## config.mk

```make
export PLATFORM = sky130hd
export DESIGN_NAME = vdp_cpu_port
export DESIGN_NICKNAME = d
export VERILOG_FILES = /design/src/rtl/vdp_pkg.sv /design/src/rtl/register.sv /design/src/rtl/vdp_cpu_port_fsm.sv /design/src/rtl/vdp_cpu_port.sv
export SDC_FILE = /design/constraint.sdc
export NUM_CORES = 1
export LEC_CHECK = 0
export ABC_AREA = 1
export CAP_MARGIN = 20
export CORE_MARGIN = 1
export CORE_UTILIZATION = 35
export CTS_CLUSTER_SIZE = 8
export DETAILED_ROUTE_END_ITERATION = 6
export PLACE_DENSITY_LB_ADDON = 0.25
export SKIP_LAST_GASP = 1
export SLEW_MARGIN = 20
export SYNTH_ARGS = -nofsm -noshare
export SYNTH_HDL_FRONTEND = slang
export SYNTH_SLANG_ARGS = --single-unit
```

## constraint.sdc

```tcl
create_clock -name clk -period 3.05 [get_ports clk]
set_clock_uncertainty 0.05 [all_clocks]
set_input_delay 0.61 -clock clk [delete_from_list [all_inputs] [get_ports clk]]
set_output_delay 0.61 -clock clk [all_outputs]
set_load 0.05 [all_outputs]
```

## src/rtl/vdp_pkg.sv

```systemverilog
// Shared constants and types for the VDP CPU-side port.
package vdp_pkg;

  localparam int unsigned NUM_VDP_REGS = 10;
  localparam int unsigned ADDR_W       = 14;

  localparam int unsigned STAT_VINT = 7;
  localparam int unsigned STAT_OVF  = 6;
  localparam int unsigned STAT_COLL = 5;

  localparam logic PORT_DATA = 1'b0;
  localparam logic PORT_CTRL = 1'b1;

  typedef enum logic [1:0] {
    VRAM_RD = 2'd0,
    VRAM_WR = 2'd1,
    REG_WR  = 2'd2,
    CRAM_WR = 2'd3
  } vdpCode_t;

  typedef enum logic [2:0] {
    IDLE,
    WR_PEND,
    RD_PEND,
    RD_W1,
    RD_W2
  } portState_t;

  // Flags packed as {vint, ovf, coll}.
  function automatic logic [7:0] statusByte(input logic [2:0] f);
    logic [7:0] s;
    s = '0;
    s[STAT_VINT] = f[2];
    s[STAT_OVF]  = f[1];
    s[STAT_COLL] = f[0];
    return s;
  endfunction

endpackage

```

## src/rtl/register.sv

```systemverilog
// Shared enable register with asynchronous active-low clear.
module register #(
  parameter int unsigned WIDTH = 8
) (
  input  logic             clk,
  input  logic             rst_L,
  input  logic             en,
  input  logic [WIDTH-1:0] d,
  output logic [WIDTH-1:0] q
);

  always_ff @(posedge clk or negedge rst_L) begin
    if (!rst_L) q <= '0;
    else if (en) q <= d;
  end

endmodule

```

## src/rtl/vdp_cpu_port_fsm.sv

```systemverilog
// VRAM access sequencer: holds CPU off while a write or prefetch read is in flight.
module vdp_cpu_port_fsm
  import vdp_pkg::*;
(
  input  logic clk,
  input  logic rst_L,
  input  logic startWr,
  input  logic startRd,
  input  logic screenBusy,
  output logic vram_we,
  output logic vram_re,
  output logic buf_load,
  output logic cpu_wait
);

  portState_t state;

  // cpu_wait stays high through the buf_load cycle so a read never sees a stale buffer.
  always_ff @(posedge clk or negedge rst_L) begin
    if (!rst_L) begin
      state    <= IDLE;
      vram_we  <= 1'b0;
      vram_re  <= 1'b0;
      buf_load <= 1'b0;
      cpu_wait <= 1'b0;
    end else begin
      vram_we  <= 1'b0;
      vram_re  <= 1'b0;
      buf_load <= 1'b0;
      case (state)
        IDLE: begin
          if (startWr) begin
            state    <= WR_PEND;
            cpu_wait <= 1'b1;
          end else if (startRd) begin
            state    <= RD_PEND;
            cpu_wait <= 1'b1;
          end else begin
            cpu_wait <= 1'b0;
          end
        end
        WR_PEND: begin
          if (!screenBusy) begin
            vram_we  <= 1'b1;
            state    <= IDLE;
            cpu_wait <= 1'b0;
          end
        end
        RD_PEND: begin
          if (!screenBusy) begin
            vram_re <= 1'b1;
            state   <= RD_W1;
          end
        end
        RD_W1: state <= RD_W2;
        RD_W2: begin
          buf_load <= 1'b1;
          state    <= IDLE;
        end
        default: begin
          state    <= IDLE;
          cpu_wait <= 1'b0;
        end
      endcase
    end
  end

endmodule

```

## src/rtl/vdp_cpu_port.sv

```systemverilog
// Z80-facing VDP port: address/code registers, read buffer, status flags and register file.
module vdp_cpu_port
  import vdp_pkg::*;
(
  input  logic                           clk,
  input  logic                           rst_L,
  input  logic                           cpu_wr,
  input  logic                           cpu_rd,
  input  logic                           cpu_port,
  input  logic [7:0]                     cpu_din,
  output logic [7:0]                     cpu_dout,
  output logic                           cpu_wait,
  input  logic                           screenBusy,
  output logic [ADDR_W-1:0]              vram_addr,
  output logic [7:0]                     vram_wdata,
  output logic                           vram_we,
  output logic                           vram_re,
  input  logic [7:0]                     vram_rdata,
  output logic [4:0]                     cram_addr,
  output logic [5:0]                     cram_wdata,
  output logic                           cram_we,
  input  logic                           vint_set,
  input  logic                           spr_ovf_set,
  input  logic                           spr_coll_set,
  output logic [NUM_VDP_REGS-1:0][7:0]   regFile,
  output logic                           irq
);

  logic [ADDR_W-1:0] addr, addrD, newAddr, vramAddrD;
  logic [1:0]        code;
  logic              firstDone;
  logic [7:0]        readBuf, readBufD;
  logic [2:0]        flags, flagsD;
  logic              wrAcc, rdAcc, ctrlWr, ctrlWr1, ctrlWr2, dataWr, ctrlRd, dataRd;
  logic              startWr, startRd, bufLoad, regWr, addrEn, readBufEn;
  vdpCode_t          newCode, curCode;

  assign wrAcc   = cpu_wr & ~cpu_wait;
  assign rdAcc   = cpu_rd & ~cpu_wr & ~cpu_wait;
  assign ctrlWr  = wrAcc & (cpu_port == PORT_CTRL);
  assign dataWr  = wrAcc & (cpu_port == PORT_DATA);
  assign ctrlRd  = rdAcc & (cpu_port == PORT_CTRL);
  assign dataRd  = rdAcc & (cpu_port == PORT_DATA);
  assign ctrlWr1 = ctrlWr & ~firstDone;
  assign ctrlWr2 = ctrlWr & firstDone;

  assign newAddr = {cpu_din[5:0], addr[7:0]};
  assign newCode = vdpCode_t'(cpu_din[7:6]);
  assign curCode = vdpCode_t'(code);

  assign startRd = (ctrlWr2 & (newCode == VRAM_RD)) | dataRd;
  assign startWr = dataWr & (curCode != CRAM_WR);
  assign regWr   = ctrlWr2 & (newCode == REG_WR) & (cpu_din[3:0] < 4'(NUM_VDP_REGS));
  assign addrEn  = ctrlWr | dataWr | dataRd;
  assign readBufEn = dataWr | bufLoad;

  always_comb begin
    addrD     = addr + 14'd1;
    vramAddrD = addr;
    readBufD  = bufLoad ? vram_rdata : cpu_din;
    if (ctrlWr1) begin
      addrD = {addr[13:8], cpu_din};
    end else if (ctrlWr2) begin
      vramAddrD = newAddr;
      addrD     = (newCode == VRAM_RD) ? newAddr + 14'd1 : newAddr;
    end
  end

  // A set pulse wins over a clearing status read in the same cycle.
  assign flagsD = {vint_set, spr_ovf_set, spr_coll_set} | (flags & ~{3{ctrlRd}});

  register #(.WIDTH(ADDR_W)) uAddr (
    .clk(clk), .rst_L(rst_L), .en(addrEn), .d(addrD), .q(addr));
  register #(.WIDTH(2)) uCode (
    .clk(clk), .rst_L(rst_L), .en(ctrlWr2), .d(cpu_din[7:6]), .q(code));
  register #(.WIDTH(1)) uFirst (
    .clk(clk), .rst_L(rst_L), .en(wrAcc | rdAcc), .d(ctrlWr1), .q(firstDone));
  register #(.WIDTH(8)) uReadBuf (
    .clk(clk), .rst_L(rst_L), .en(readBufEn), .d(readBufD), .q(readBuf));
  register #(.WIDTH(3)) uFlags (
    .clk(clk), .rst_L(rst_L), .en(1'b1), .d(flagsD), .q(flags));
  register #(.WIDTH(ADDR_W)) uVramAddr (
    .clk(clk), .rst_L(rst_L), .en(startWr | startRd), .d(vramAddrD), .q(vram_addr));
  register #(.WIDTH(8)) uVramWdata (
    .clk(clk), .rst_L(rst_L), .en(startWr), .d(cpu_din), .q(vram_wdata));

  for (genvar i = 0; i < NUM_VDP_REGS; i++) begin : gRegs
    register #(.WIDTH(8)) uReg (
      .clk(clk), .rst_L(rst_L), .en(regWr && (cpu_din[3:0] == 4'(i))),
      .d(addr[7:0]), .q(regFile[i]));
  end

  vdp_cpu_port_fsm uFsm (
    .clk(clk), .rst_L(rst_L), .startWr(startWr), .startRd(startRd),
    .screenBusy(screenBusy), .vram_we(vram_we), .vram_re(vram_re),
    .buf_load(bufLoad), .cpu_wait(cpu_wait));

  assign cpu_dout   = (cpu_port == PORT_CTRL) ? statusByte(flags) : readBuf;
  assign cram_we    = dataWr & (curCode == CRAM_WR);
  assign cram_addr  = addr[4:0];
  assign cram_wdata = cpu_din[5:0];
  assign irq        = flags[2] & regFile[1][5];

endmodule

```

==> results.cfg <==
[timing]
maxSlewViolCount = 0
whs_ns = 0.0875
period_needed_ns = 2.72
finalSetupViolCount = 0
slew-limit-headroom_pct = 55.8
rsz0062_at_grt = false
fmaxAchievable_mhz = 367
timing.final.crit_share_pct = 89.3
tns_ns = 0
hold_viol_final = 0
worst_pin_slew_ns = 0.664

[pwr]
ir_drop_mv = 0.415
combinationalPowerShare_pct = 37.8
power_frac_seq_pct = 33.6
p_sw_uw = 3040
p_clk_share_pct = 28.6
p_sw_share_pct = 40.9
intPower_uw = 4390
leakagePower_uw = 0.00380
p_per_area_nw_per_um2 = 902

[synthesis]
seq_area_frac_synth_pct = 57.9
synth_xor_xnor_area_share_pct = 0.592
synth_top_family_by_area = simple AND/OR/NAND/NOR gates
syn-instance-count = 703
syn_area_per_cell_um2 = 8.42
syn_nets = 729
ys.flop_type = dfrtp_1
netlist_top_cells_area = dfrtp_1, nand2_1, o21ai_0
synth_top_area_cell = dfrtp_1
ys_ff_latch = 137
synth-async-reset-ratio_pct = 100
synth_area_um2 = 5920
synth_edf_count = 0
synth_top_cell_area_share_pct = 57.9
yosysWarnings = 0
yosys.area_share.simple_pct = 21.1
synth_fa_ha_area_share_pct = 0.211
ys_types = 23
synth_compound_area_share_pct = 13.4
synthMuxAreaShare_pct = 0

[global_route]
grt_start_max_net_pins = 68
antenna_found_initial = 0
grt_pass1_wl_um = 27900
grt_use_total_pct = 20.8
grt_pass1_vias = 5060
grt_overflow_total = 0

[detailed_routing]
wl_per_cell_um = 15.9
vias = 5173
routed_wl_um = 17200
drt.antenna.violating_nets = 0
drc_errors = 0
drtIter0Drc = 265
drt_first_pass_iters = 5
viasPerCell = 4.79

[placed_design]
placed_area_um2 = 7620
portBuffers = 150
routabilityCongestion = 0.851
dp_hpwl_um = 11900

[layout]
final_area_um2 = 8230
drive_above_1_share_pct = 6.98
n_fill_cell = 1602
antenna_cells = 0
areaGrowthSynthToFinish_pct = 39.0
post-route-util_pct = 49.8
nets = 873

[clocking]
cts.repair.resized = 0
cts_buffers = 17
holdBufCountCts = 0
clkSlewWorstSetupHoldPaths_ns = 0.06
postCtsSetupBuffers = 0
htree_levels = 4
root_buffer = clkbuf_16
cts.sinks = 137
clock_path_buffers = 2
worstSkewPairLatency_ns = 0.42
cts_tree = built

[worst_setup_path]
worst-path-buf-inv = 3
cpLargestDelayFamily = buffers and inverters
endpoint_kind = primary output
cp_slowest_stage_delay_ns = 0.68
crit_slowest_cell = clkdlybuf4s50_1
worstPathArrival_ns = 2.06
critPathLaunchType = primary input
cp.required_ns = 2.39
critPathKind = in2out
cp_cell_sequence = clkdlybuf4s50_1 > inv_1 > o21ai_0 > buf_12
cp_max_fo = 9

[die]
core_um2 = 16500
initial_utilization_pct = 35.8
fp-row-count = 47
die_w_um = 132
ios = 151
die_area_um2 = 17400
dieHeight_um = 132

[outcome]
status = complete, no violations

[min_path]
hold_class = in2async

[job]
drv_cap = 0
[area by class of cell]
cell class,count,area [um2],area share [%]
clock buffers,21,470,5.71
repair buffers,163,1630,19.7
clock inverters,10,139,1.69
inverters,53,199,2.42
well taps,220,275,3.34
multi-input cells,475,2100,25.5
flip-flops and latches,137,3430,41.6
[worst paths after layout]
| path | cells past startpoint | start | endpoint | slack (ns) |
|---|---|---|---|---|
| worst max-delay path | 4 | cpu_port | cpu_dout[6] | 0.33 |
| worst min register to register | 2 | uVramAddr.q[8] | uVramAddr.q[8] | 0.43 |
| worst min-delay path | 1 | rst_L | gRegs[9].uReg.q[6] | 0.09 |
| max in group asynchronous | 2 | rst_L | uVramAddr.q[0] | 2.11 |
| worst max register to register | 8 | uFsm.cpu_wait | gRegs[4].uReg.q[7] | 0.92 |
| min in group clk | 2 | uVramAddr.q[8] | uVramAddr.q[8] | 0.43 |
[kinds of logic (layout without fill, tap and decap cells)]
kind of cell / count (synthesis) / count (layout)
adder cells (fa/ha/maj): 1 / 1
AND/OR/NAND/NOR: 318 / 318
flip-flops: 137 / 137
XOR/XNOR: 4 / 4
buffers and inverters: 91 / 247
AO/OA/AOI/OAI: 152 / 152
[registers in the layout (all words and copies together), names as in the netlist, 2 cells and up]
name and cells:
uReadBuf.q 8, uFlags.q 3, uFsm.state 3, gRegs.uReg.q 80, uAddr.q 14, uCode.q 2
uVramWdata.q 8, uVramAddr.q 14
[power by group through the flow]
stage               clock, uW  combinational [uW]  sequential [uW]
finish                   2120                2810             2500
global route             2250                3060             2550
CTS                      2170                2840             2500
detailed placement          0                2840             2520
global placement            0                2820             2520
floorplan                   0                1220             3120
[placed cells by master (no fill, tap or decap), drive strengths merged]
cell type / count
clkinvlp: 1
nor3: 4
bufinv: 3
o21ai: 114
nand3b: 1
clkinv: 4
clkdlybuf4s50: 134
inv: 55
nor4: 1
o22ai: 3
ha: 1
nand3: 26
a31oi: 3
nand2: 213
xor2: 4
clkbuf: 21
nor2: 69
dfrtp: 137
a21oi: 23
o211ai: 1
nand4: 4
o221ai: 4
o21bai: 4
buf: 29
[synth_stat cells (4+ instances only)]
cell      instances
buf_2            12
nand4_1           4
nand3_1          26
nand2_1         213
a21oi_1          23
buf_4            11
dfrtp_1         137
inv_1            52
nor2_1           69
o21bai_1          4
xor2_1            4
o221ai_1          4
o21ai_0         114
clkbuf_1         15
[layer usage]
metal,vias up,track usage [%],share of wire (%)
met5,-,0,0
met4,0,6.27,1.3
met3,17,8.04,8.8
met2,159,31.4,45
met1,2445,27.5,45
li1,2552,-,-
[metrics by stage]
stage          setup WS, ns  std cells  total power (uW)
2_1_floorplan         0.399        703              4340
4_1_cts               0.303       1079              7510
3_5_place_dp          0.158       1048              5360
5_1_grt               0.236       1079              7860
3_3_place_gp          0.238       1048              5330
6_report              0.326       1079              7430
No activity file was read; power rests on OpenSTA's default activity.
